===== config.mk =====
export PLATFORM = sky130hd
export DESIGN_NAME = pc_unit_flat
export DESIGN_NICKNAME = d
export VERILOG_FILES = /design/src/rtl/pc_unit_if.sv /design/src/rtl/pc_unit.sv /design/src/flat_wrapper.sv
export SDC_FILE = /design/constraint.sdc
export NUM_CORES = 1
export LEC_CHECK = 0
export ABC_AREA = 1
export BUFFER_PORTS_ARGS = -buffer_cell sky130_fd_sc_hd__clkbuf_2
export CELL_PAD_IN_SITES_DETAIL_PLACEMENT = 0
export CELL_PAD_IN_SITES_GLOBAL_PLACEMENT = 1
export CORE_ASPECT_RATIO = 2
export CORE_UTILIZATION = 24
export CTS_BUF_LIST = sky130_fd_sc_hd__clkbuf_16
export DETAILED_ROUTE_END_ITERATION = 10
export PLACE_DENSITY_LB_ADDON = 0.1
export REMOVE_ABC_BUFFERS = 1
export SLEW_MARGIN = 20
export SYNTH_ARGS = -nofsm -noshare
export SYNTH_HDL_FRONTEND = slang
export SYNTH_SLANG_ARGS = --single-unit

===== constraint.sdc =====
create_clock -name clk -period 3.5 [get_ports clk]
set_input_delay 0.875 -clock clk [delete_from_list [all_inputs] [get_ports clk]]
set_output_delay 0.875 -clock clk [all_outputs]
set_load 0.02 [all_outputs]

===== src/rtl/pc_unit_if.sv =====
// Fetch-stage bus for pc_unit: next-PC select inputs, PC/link outputs and RAS status.
// The master drives the select/load inputs; the slave (pc_unit) drives the PC outputs.
interface pc_unit_if #(parameter int WIDTH = 32);
  logic             PCWre;
  logic [1:0]       PCSrc;
  logic [WIDTH-1:0] branch_offset;
  logic [25:0]      jump_target;
  logic [WIDTH-1:0] reg_target;
  logic             call;
  logic             ret;
  logic             setPc;
  logic [WIDTH-1:0] initPc;
  logic [WIDTH-1:0] pc;
  logic [WIDTH-1:0] pc_plus4;
  logic [WIDTH-1:0] pc_next;
  logic [31:0]      fetch_count;
  logic             ras_empty;
  logic             ras_full;
  logic             ras_err;

  modport master (
    output PCWre, PCSrc, branch_offset, jump_target, reg_target, call, ret, setPc, initPc,
    input  pc, pc_plus4, pc_next, fetch_count, ras_empty, ras_full, ras_err
  );
  modport slave (
    input  PCWre, PCSrc, branch_offset, jump_target, reg_target, call, ret, setPc, initPc,
    output pc, pc_plus4, pc_next, fetch_count, ras_empty, ras_full, ras_err
  );
endinterface


===== src/rtl/pc_unit.sv =====
// Program counter with sequential/branch/jump/register next-PC select and fetch counter.
// Optional return-address stack is built when PC_RAS_EN is defined.
module pc_unit #(
  parameter int               WIDTH     = 32,
  parameter logic [WIDTH-1:0] RESET_PC  = '0,
  parameter int               RAS_DEPTH = 4
) (
  input logic         clk,
  input logic         Reset,
  pc_unit_if.slave    bus
);

  logic [WIDTH-1:0] pc_q, pc_d;
  logic [31:0]      fc_q, fc_d;
  logic [WIDTH-1:0] pc_plus4, br_tgt, jmp_tgt, pc_next;
  logic             ras_hit;
  logic [WIDTH-1:0] ras_top;

  assign pc_plus4 = pc_q + WIDTH'(4);
  assign br_tgt   = pc_plus4 + (bus.branch_offset << 2);
  assign jmp_tgt  = {pc_plus4[WIDTH-1:28], bus.jump_target, 2'b00};

  always_comb begin
    pc_next = pc_plus4;
    case (bus.PCSrc)
      2'b00: pc_next = pc_plus4;
      2'b01: pc_next = br_tgt;
      2'b10: pc_next = jmp_tgt;
      2'b11: pc_next = ras_hit ? ras_top : bus.reg_target;
      default: pc_next = pc_plus4;
    endcase
  end

  always_comb begin
    pc_d = pc_q;
    fc_d = fc_q;
    if (bus.setPc) begin
      pc_d = bus.initPc;
    end else if (bus.PCWre) begin
      pc_d = pc_next;
      fc_d = fc_q + 32'd1;
    end
  end

  always_ff @(posedge clk) begin
    if (Reset) begin
      pc_q <= RESET_PC;
      fc_q <= '0;
    end else begin
      pc_q <= pc_d;
      fc_q <= fc_d;
    end
  end

`ifdef PC_RAS_EN
  localparam int AW = $clog2(RAS_DEPTH);

  // Circular buffer: ptr_q is the next write slot, so a push when full lands on the oldest entry.
  logic [WIDTH-1:0] ras_q [RAS_DEPTH];
  logic [WIDTH-1:0] ras_d [RAS_DEPTH];
  logic [AW-1:0]    ptr_q, ptr_d, top_idx;
  logic [AW:0]      cnt_q, cnt_d;
  logic             err_q, err_d;
  logic             empty, full, upd;

  assign top_idx = ptr_q - AW'(1);
  assign empty   = (cnt_q == '0);
  assign full    = (cnt_q == (AW+1)'(RAS_DEPTH));
  assign ras_top = ras_q[top_idx];
  assign ras_hit = bus.ret && !empty;
  assign upd     = bus.PCWre && !bus.setPc;

  always_comb begin
    ras_d = ras_q;
    ptr_d = ptr_q;
    cnt_d = cnt_q;
    err_d = err_q;
    if (upd) begin
      case ({bus.call, bus.ret})
        2'b10: begin
          ras_d[ptr_q] = pc_plus4;
          ptr_d        = ptr_q + AW'(1);
          if (full) err_d = 1'b1;
          else      cnt_d = cnt_q + 1'b1;
        end
        2'b01: begin
          if (empty) begin
            err_d = 1'b1;
          end else begin
            ptr_d = top_idx;
            cnt_d = cnt_q - 1'b1;
          end
        end
        2'b11: begin
          if (empty) begin
            ras_d[ptr_q] = pc_plus4;
            ptr_d        = ptr_q + AW'(1);
            cnt_d        = cnt_q + 1'b1;
            err_d        = 1'b1;
          end else begin
            ras_d[top_idx] = pc_plus4;
          end
        end
        default: ;
      endcase
    end
  end

  always_ff @(posedge clk) begin
    if (Reset) begin
      ptr_q <= '0;
      cnt_q <= '0;
      err_q <= 1'b0;
    end else begin
      ptr_q <= ptr_d;
      cnt_q <= cnt_d;
      err_q <= err_d;
    end
  end

  // Entries need no reset: they are only read while cnt_q says they are valid.
  always_ff @(posedge clk) begin
    ras_q <= ras_d;
  end

  assign bus.ras_empty = empty;
  assign bus.ras_full  = full;
  assign bus.ras_err   = err_q;
`else
  logic unused_ras;
  assign unused_ras    = ^{bus.call, bus.ret};
  assign ras_hit       = 1'b0;
  assign ras_top       = '0;
  assign bus.ras_empty = 1'b1;
  assign bus.ras_full  = 1'b0;
  assign bus.ras_err   = 1'b0;
`endif

  assign bus.pc          = pc_q;
  assign bus.pc_plus4    = pc_plus4;
  assign bus.pc_next     = pc_next;
  assign bus.fetch_count = fc_q;

endmodule


===== src/flat_wrapper.sv =====
// flat-port wrapper written by rule: the top's interface ports become plain ports
module pc_unit_flat 
#(
  parameter int               WIDTH     = 32,
  parameter logic [WIDTH-1:0] RESET_PC  = '0,
  parameter int               RAS_DEPTH = 4
)
  (clk, Reset, bus_PCWre, bus_PCSrc, bus_branch_offset, bus_jump_target, bus_reg_target, bus_call, bus_ret, bus_setPc, bus_initPc, bus_pc, bus_pc_plus4, bus_pc_next, bus_fetch_count, bus_ras_empty, bus_ras_full, bus_ras_err);
  pc_unit_if #(.WIDTH(WIDTH)) bus_i ();
  input logic clk;
  input logic Reset;
  input wire logic [$bits(bus_i.PCWre)-1:0] bus_PCWre;
  input wire logic [$bits(bus_i.PCSrc)-1:0] bus_PCSrc;
  input wire logic [$bits(bus_i.branch_offset)-1:0] bus_branch_offset;
  input wire logic [$bits(bus_i.jump_target)-1:0] bus_jump_target;
  input wire logic [$bits(bus_i.reg_target)-1:0] bus_reg_target;
  input wire logic [$bits(bus_i.call)-1:0] bus_call;
  input wire logic [$bits(bus_i.ret)-1:0] bus_ret;
  input wire logic [$bits(bus_i.setPc)-1:0] bus_setPc;
  input wire logic [$bits(bus_i.initPc)-1:0] bus_initPc;
  output wire logic [$bits(bus_i.pc)-1:0] bus_pc;
  output wire logic [$bits(bus_i.pc_plus4)-1:0] bus_pc_plus4;
  output wire logic [$bits(bus_i.pc_next)-1:0] bus_pc_next;
  output wire logic [$bits(bus_i.fetch_count)-1:0] bus_fetch_count;
  output wire logic [$bits(bus_i.ras_empty)-1:0] bus_ras_empty;
  output wire logic [$bits(bus_i.ras_full)-1:0] bus_ras_full;
  output wire logic [$bits(bus_i.ras_err)-1:0] bus_ras_err;
  assign bus_i.PCWre = bus_PCWre;
  assign bus_i.PCSrc = bus_PCSrc;
  assign bus_i.branch_offset = bus_branch_offset;
  assign bus_i.jump_target = bus_jump_target;
  assign bus_i.reg_target = bus_reg_target;
  assign bus_i.call = bus_call;
  assign bus_i.ret = bus_ret;
  assign bus_i.setPc = bus_setPc;
  assign bus_i.initPc = bus_initPc;
  assign bus_pc = bus_i.pc;
  assign bus_pc_plus4 = bus_i.pc_plus4;
  assign bus_pc_next = bus_i.pc_next;
  assign bus_fetch_count = bus_i.fetch_count;
  assign bus_ras_empty = bus_i.ras_empty;
  assign bus_ras_full = bus_i.ras_full;
  assign bus_ras_err = bus_i.ras_err;
  pc_unit #(.WIDTH(WIDTH), .RESET_PC(RESET_PC), .RAS_DEPTH(RAS_DEPTH)) u_core (.clk(clk), .Reset(Reset), .bus(bus_i));
endmodule

# After elaboration in Yosys (flattened, before gate mapping)
# Cells that the tools add are included.
[word_totals]
ramBits = 0
out_inout_bits = 131
register_bits = 64
latch_bits = 0
mem_count = 0
wordCells = 15
rom_bits = 0
[classes]
bitwise = 1
add_sub_neg = 3
n_shift = 0
eq_ne = 3
reduce_logical = 3
muxes = 3
magnitude_cmp = 0
multipliers = 0
div_mod_pow = 0
[ops]
columns = ["operator", "count"]
rows = [
  ["$pmux W32 S4", 1],
  ["$mux W32", 2],
  ["$add A32 B1 Y32 const B", 1],
  ["$add A32 B3 Y32 const B", 1],
  ["$add A32 B32 Y32", 1],
  ["$eq A2 B2 Y1 const B", 2],
  ["$eq A2 B1 Y1 const B", 1],
  ["$logic_not A2 Y1", 1],
  ["$reduce_and A2 Y1", 1],
  ["$reduce_bool A2 Y1", 1],
  ["$not A1 Y1", 1],
]

# Depth between registers and ports, before layout
[logic_depth]
word_depth = 5
ltp_mapped = 22
depth_no_buf = 22

# Worst setup path before layout
# No wires, ideal clock.
[synth_path]
path_type = "register to output"
startpoint = "reg u_core.pc_q[2] (netlist: u_core.bus.pc[2])"
endpoint = "out bus_pc_next[23]"
slack_ns = -0.499
path_stages_with_launch = 18
arrival_time_ns = 3.124
required_ns = 2.625
path_cell_list = "dfxtp_1 > nand3_1 > nor2_2 > nand2_1 > nor2_2 > xor2_1 > ha_1 > nand2_1 > inv_1 > nand2_1 > nand2_1 > a21oi_1 > nand2_1 > nand2_1 > nand2_1 > or2_2 > nand2_1 > nand3b_1"
[synth_via]
elab_chain_len = 3
[synth_rtl]
columns = ["item", "line_no", "rtl"]
rows = [
  ["start: declaration", "pc_unit.sv:13", "logic [WIDTH-1:0] pc_q, pc_d;"],
  ["start signal: assignment", "pc_unit.sv:50", "pc_q <= pc_d;"],
  ["$add A32 B3 Y32", "pc_unit.sv:19", "assign pc_plus4 = pc_q + WIDTH'(4);"],
  ["net bus_pc_plus4[13]", "flat_wrapper.sv:22", "output wire logic [$bits(bus_i.pc_plus4)-1:0] bus_pc_plus4;"],
  ["$add A32 B32 Y32", "pc_unit.sv:20", "assign br_tgt = pc_plus4 + (bus.branch_offset << 2);"],
  ["$pmux W32 S4", "pc_unit.sv:25", "case (bus.PCSrc)"],
  ["end: declaration", "flat_wrapper.sv:23", "output wire logic [$bits(bus_i.pc_next)-1:0] bus_pc_next;"],
]
# The timed path passes the listed nets, and every way through them passes these cells.

# Worst setup path after layout
[layout_path]
startpoint = "reg u_core.pc_q[2] (netlist: u_core.bus.pc[2])"
endpoint = "out bus_pc_next[30]"
[layout_via]
elab_chain_len = 3
[layout_rtl]
columns = ["item", "line_no"]
rows = [
  ["$add A32 B3 Y32 (*)", "pc_unit.sv:19"],
  ["$add A32 B32 Y32", "pc_unit.sv:20"],
  ["$pmux W32 S4 (*)", "pc_unit.sv:25"],
]
# Every way passes the cells marked *; elsewhere a longest branch is shown, timed or not.

==> flow_results.xml <==
<?xml version="1.0" encoding="UTF-8"?>
<metrics>
  <group name="placed_design">
    <metric name="placedInstanceArea" unit="um2">9742</metric>
    <metric name="dp_hpwl" unit="mm">28.78</metric>
    <metric name="routabilityCongestion" unit="">0.8554</metric>
    <metric name="numPortBuffers" unit="">253</metric>
    <metric name="placement.setup.worst_slack" unit="ns">-0.8018</metric>
  </group>
  <group name="synth">
    <metric name="netlist_instances" unit="">1096</metric>
    <metric name="synthDominantAreaCellType" unit="">sky130_fd_sc_hd__nand2_1</metric>
    <metric name="synthesis.area" unit="um2">6487</metric>
    <metric name="synth_top_area_share" unit="%">20.77</metric>
    <metric name="muxShareOfSynthArea" unit="%">0</metric>
    <metric name="post_synth_and_or_nand_nor_area_fraction" unit="%">42.95</metric>
    <metric name="xor_and_xnor_fraction_of_the_mapped_netlist_area" unit="%">4.320</metric>
    <metric name="synth_enable_flop_cells" unit="">0</metric>
    <metric name="synth_top_family_by_area" unit="">simple AND/OR/NAND/NOR gates</metric>
    <metric name="synth-warning-count" unit="">0</metric>
    <metric name="ys_seq_elements" unit="">64</metric>
    <metric name="synth.distinct_cells" unit="">44</metric>
    <metric name="synth_compound_gate_area_share" unit="%">15.54</metric>
    <metric name="asyncSetResetFlopFracSynth" unit="%">0</metric>
    <metric name="synthAdderAreaFrac" unit="%">7.059</metric>
    <metric name="ys_dominant_reg_cell" unit="">sky130_fd_sc_hd__dfxtp_1</metric>
    <metric name="syn_area_per_cell" unit="um2">5.919</metric>
    <metric name="synth-seq-area-share" unit="%">19.75</metric>
    <metric name="ys_top_cells_by_area" unit="">sky130_fd_sc_hd__nand2_1, sky130_fd_sc_hd__dfxtp_1, sky130_fd_sc_hd__inv_1</metric>
  </group>
  <group name="sta">
    <metric name="layout_setup_ws" unit="ns">-0.5819</metric>
    <metric name="relative_slew_slack" unit="%">58.50</metric>
    <metric name="timing.fmax" unit="GHz">0.2450</metric>
    <metric name="rsz0062_at_grt" unit="">true</metric>
    <metric name="fin_worst_skew" unit="ns">0.006959</metric>
    <metric name="fin_crit" unit="ns">4.082</metric>
    <metric name="totalNegativeSetupSlack" unit="ns">-10.85</metric>
    <metric name="worst_slew_pin_slew" unit="ns">0.6218</metric>
    <metric name="timing.final.setup_violations" unit="">29</metric>
    <metric name="hold_violation_count_in_the_final_report" unit="">0</metric>
    <metric name="max_slew_vio_count" unit="">0</metric>
    <metric name="worst_hold_slack" unit="ns">0.4966</metric>
    <metric name="layout_worst_path_cycle_share" unit="%">116.6</metric>
  </group>
  <group name="global_route">
    <metric name="wire_length_of_the_first_global_routing_pass" unit="mm">52.52</metric>
    <metric name="globalRouteOverflowTotal" unit="">0</metric>
    <metric name="global_route.usage.total" unit="%">25.36</metric>
    <metric name="grt_pass1_vias" unit="">9660</metric>
    <metric name="antenna_found_initial" unit="">3</metric>
    <metric name="maximum_number_of_pins_on_one_net_before_global_route_repair" unit="">35</metric>
  </group>
  <group name="final_layout">
    <metric name="stdcell_area" unit="um2">13290</metric>
    <metric name="drive_above_1_share" unit="%">56.81</metric>
    <metric name="fin_nets" unit="">1812</metric>
    <metric name="post_synthesis_to_final_layout_area_growth" unit="%">104.8</metric>
  </group>
  <group name="pwr">
    <metric name="power.share.sequential" unit="%">21.5</metric>
    <metric name="pwr-share-clk" unit="%">26.2</metric>
    <metric name="static_leakage" unit="uW">0.006387</metric>
    <metric name="swShare" unit="%">37.29</metric>
    <metric name="vdd_drop_max" unit="mV">0.3720</metric>
    <metric name="intPower" unit="uW">2313</metric>
    <metric name="power_switching" unit="uW">1376</metric>
    <metric name="power-per-cell-area" unit="nW/um2">277.6</metric>
    <metric name="pwr-share-comb" unit="%">52.3</metric>
  </group>
  <group name="drt">
    <metric name="final_antenna_net_count" unit="">0</metric>
    <metric name="detailedRoute.firstIterationViolations" unit="">300</metric>
    <metric name="drt-wirelength-per-cell" unit="um">18.16</metric>
    <metric name="route.vias.total" unit="">9491</metric>
    <metric name="detailedRoute.firstPassIterationCount" unit="">5</metric>
    <metric name="drt_total_wl" unit="mm">36.29</metric>
    <metric name="post_drt_via_cell_ratio" unit="">4.750</metric>
    <metric name="drcViolationCount" unit="">0</metric>
  </group>
  <group name="clocking">
    <metric name="clk-insertion-delay-late" unit="ns">0.34</metric>
    <metric name="clock_sinks" unit="">64</metric>
    <metric name="numCtsBuffers" unit="">9</metric>
    <metric name="cts_root_buffer" unit="">sky130_fd_sc_hd__clkbuf_16</metric>
    <metric name="depth_of_the_cts_h_tree" unit="">3</metric>
    <metric name="clk_path_buf_depth" unit="">2</metric>
    <metric name="clock_tree_from_tritoncts" unit="">built</metric>
    <metric name="clkSlewWorstSetupHoldPaths" unit="ns">0.06</metric>
    <metric name="ctsHoldBuffers" unit="">0</metric>
  </group>
  <group name="setup_path">
    <metric name="r2r_cells" unit="">29</metric>
    <metric name="worst_setup_path_end_kind" unit="">primary output</metric>
    <metric name="crit_type" unit="">reg2out</metric>
    <metric name="crit_path_top_delay_cell" unit="">sky130_fd_sc_hd__dfxtp_4</metric>
    <metric name="cp_num_cells" unit="">17</metric>
    <metric name="worst_path_dominant_cell_family" unit="">simple AND/OR/NAND/NOR gates</metric>
    <metric name="critical_path.cell_chain" unit="">ha_4, nand2_4, nor3_4, inv_2, nor3_2, buf_4, nand2_1, and2_4, ha_4, nand2_8, nor4_4, nand3_2, nand2_1, nand2_1, nand3_2, nand3_2, buf_8</metric>
    <metric name="cp.buffers_inverters" unit="">3</metric>
    <metric name="cp.required" unit="ns">2.62</metric>
    <metric name="critical_path.startpoint_type" unit="">register</metric>
    <metric name="worst-endpoint-arrival" unit="ns">3.21</metric>
    <metric name="max_stage_delay" unit="ns">0.40</metric>
    <metric name="cp_max_fo" unit="">4</metric>
  </group>
  <group name="floorplan">
    <metric name="die_width" unit="um">118.3</metric>
    <metric name="core_area" unit="um2">26380</metric>
    <metric name="fp.dieH" unit="um">234.5</metric>
    <metric name="initial_utilization" unit="%">24.59</metric>
    <metric name="io-pin-count" unit="">261</metric>
    <metric name="dieArea" unit="um2">27730</metric>
    <metric name="placementRows" unit="">84</metric>
  </group>
  <group name="min_path">
    <metric name="worstHoldPathCells" unit="">2</metric>
    <metric name="hold_path_class" unit="">reg2reg</metric>
  </group>
  <group name="job">
    <metric name="timing.max_cap.violations" unit="">0</metric>
  </group>
  <group name="run_status">
    <metric name="outcome" unit="">finished with violations</metric>
    <metric name="failed_checks" unit="">setup timing</metric>
  </group>
</metrics>
## cell families after synthesis
logic type | Yosys count
and+or+nand+nor | 624
AOI/OAI and AO/OA | 169
buffers and inverters | 169
DFF | 64
adders and majority gates | 36
xor gates and xnor gates | 32
other | 2
## power groups by stage
stage / logic [uW] / clock network [uW] / registers (uW)
3_5_place_dp: 1250 / 0 / 800
5_1_grt: 2050 / 1020 / 795
3_3_place_gp: 1250 / 0 / 800
2_1_floorplan: 525 / 0 / 841
4_1_cts: 1660 / 993 / 788
6_report: 1930 / 968 / 791
## flip-flops by register name, summed over array words and instances, names as in the netlist
| signal | flops |
|---|---|
| u_core.bus.fetch_count | 32 |
| u_core.bus.pc | 32 |
## Yosys cell counts (2+ instances only)
| library cell | instances |
|---|---|
| sky130_fd_sc_hd__xnor2_1 | 10 |
| sky130_fd_sc_hd__clkbuf_1 | 20 |
| sky130_fd_sc_hd__or2_2 | 12 |
| sky130_fd_sc_hd__buf_2 | 4 |
| sky130_fd_sc_hd__inv_1 | 133 |
| sky130_fd_sc_hd__nand2_1 | 359 |
| sky130_fd_sc_hd__nor2_1 | 86 |
| sky130_fd_sc_hd__nor2_2 | 7 |
| sky130_fd_sc_hd__xor2_1 | 22 |
| sky130_fd_sc_hd__a21o_1 | 3 |
| sky130_fd_sc_hd__nand2_2 | 3 |
| sky130_fd_sc_hd__a21oi_1 | 72 |
| sky130_fd_sc_hd__a22oi_1 | 21 |
| sky130_fd_sc_hd__o21a_1 | 3 |
| sky130_fd_sc_hd__nand4_1 | 31 |
| sky130_fd_sc_hd__conb_1 | 2 |
| sky130_fd_sc_hd__nor4_1 | 5 |
| sky130_fd_sc_hd__nor2_4 | 4 |
| sky130_fd_sc_hd__nand3b_1 | 13 |
| sky130_fd_sc_hd__o21ai_0 | 29 |
| sky130_fd_sc_hd__ha_1 | 35 |
| sky130_fd_sc_hd__and2_1 | 4 |
| sky130_fd_sc_hd__a22o_1 | 12 |
| sky130_fd_sc_hd__buf_4 | 5 |
| sky130_fd_sc_hd__a31oi_1 | 15 |
| sky130_fd_sc_hd__o21ai_1 | 3 |
| sky130_fd_sc_hd__nor4_2 | 2 |
| sky130_fd_sc_hd__nor3_1 | 16 |
| sky130_fd_sc_hd__o21bai_1 | 6 |
| sky130_fd_sc_hd__nand3_2 | 3 |
| sky130_fd_sc_hd__a221oi_1 | 2 |
| sky130_fd_sc_hd__nor3_2 | 6 |
| sky130_fd_sc_hd__inv_2 | 5 |
| sky130_fd_sc_hd__nand3_1 | 70 |
| sky130_fd_sc_hd__dfxtp_1 | 64 |
## per-layer routing
| layer | GRT usage [%] | wire length (um) | part of all wire (%) | vias to the layer above |
|---|---|---|---|---|
| met5 | 0 | 8 | 0.022 | - |
| met4 | 15.54 | 1852 | 5.1 | 2 |
| met3 | 3.609 | 1216 | 3.4 | 86 |
| met2 | 52.32 | 21140 | 58 | 237 |
| met1 | 22.69 | 12080 | 33 | 4474 |
| li1 | - | - | - | 4692 |
## layout by cell type (no fill, tap or decap), types with 31 or more instances in the layout
| cell | netlist | routed |
|---|---|---|
| sky130_fd_sc_hd__a21oi_1 | 72 | 41 |
| sky130_fd_sc_hd__buf_4 | 5 | 273 |
| sky130_fd_sc_hd__buf_6 | 1 | 43 |
| sky130_fd_sc_hd__clkbuf_2 | 0 | 225 |
| sky130_fd_sc_hd__dfxtp_1 | 64 | 51 |
| sky130_fd_sc_hd__inv_1 | 133 | 105 |
| sky130_fd_sc_hd__inv_2 | 5 | 34 |
| sky130_fd_sc_hd__nand2_1 | 359 | 267 |
| sky130_fd_sc_hd__nand2_2 | 3 | 55 |
| sky130_fd_sc_hd__nand2_4 | 0 | 34 |
| sky130_fd_sc_hd__nand3_1 | 70 | 33 |
| sky130_fd_sc_hd__nand4_1 | 31 | 31 |
| sky130_fd_sc_hd__nor2_1 | 86 | 55 |
## path summary, 6_finish.rpt
check	startpoint	slack, ns	to
max	u_core.bus.pc[2]	-0.58	bus_pc_next[30]
max reg2reg	u_core.bus.pc[2]	-0.43	u_core.bus.pc[24]
min reg2reg	u_core.bus.fetch_count[30]	0.50	u_core.bus.fetch_count[30]
min	u_core.bus.fetch_count[30]	0.50	u_core.bus.fetch_count[30]
## stage by stage
| step | cells | total power (uW) | utilization [%] |
|---|---|---|---|
| after floorplan | 1066 | 1366 | - |
| after detailed placement | 1882 | 2051 | 36.93 |
| final | 1998 | 3689 | 50.37 |
| after global placement | 1882 | 2049 | 36.93 |
| after global routing | 1997 | 3869 | 50.36 |
| after CTS | 1986 | 3440 | 45.42 |
## final cells by class
type	instances	area [um2]
inverters	138	520.5
well taps	344	430.4
multi-input cells	864	6625
fillers	2672	13090
clock inverters	7	88.84
diodes	3	7.507
repair buffers	569	4079
flip-flops and latches	64	1310
clock buffers	9	225.2
## worst reg2reg max path: cells and delay by family (launching register included)
| family | cells | cell delay (ns) |
|---|---|---|
| buffers and inverters | 11 | 1.32 |
| AOI/OAI and AO/OA | 1 | 0.06 |
| adders and majority gates | 2 | 0.50 |
| and+or+nand+nor | 15 | 1.54 |
| DFF | 1 | 0.40 |
## timing repair
action,4_1_cts,5_1_grt
setup endpoints to repair,28,36
endpoints found under the hold margin,0,0
buffers inserted,90,32
gates resized for setup,285,289
cloned,0,0
pin swaps,70,131
Note: power is estimated with default switching activity, not from simulation.
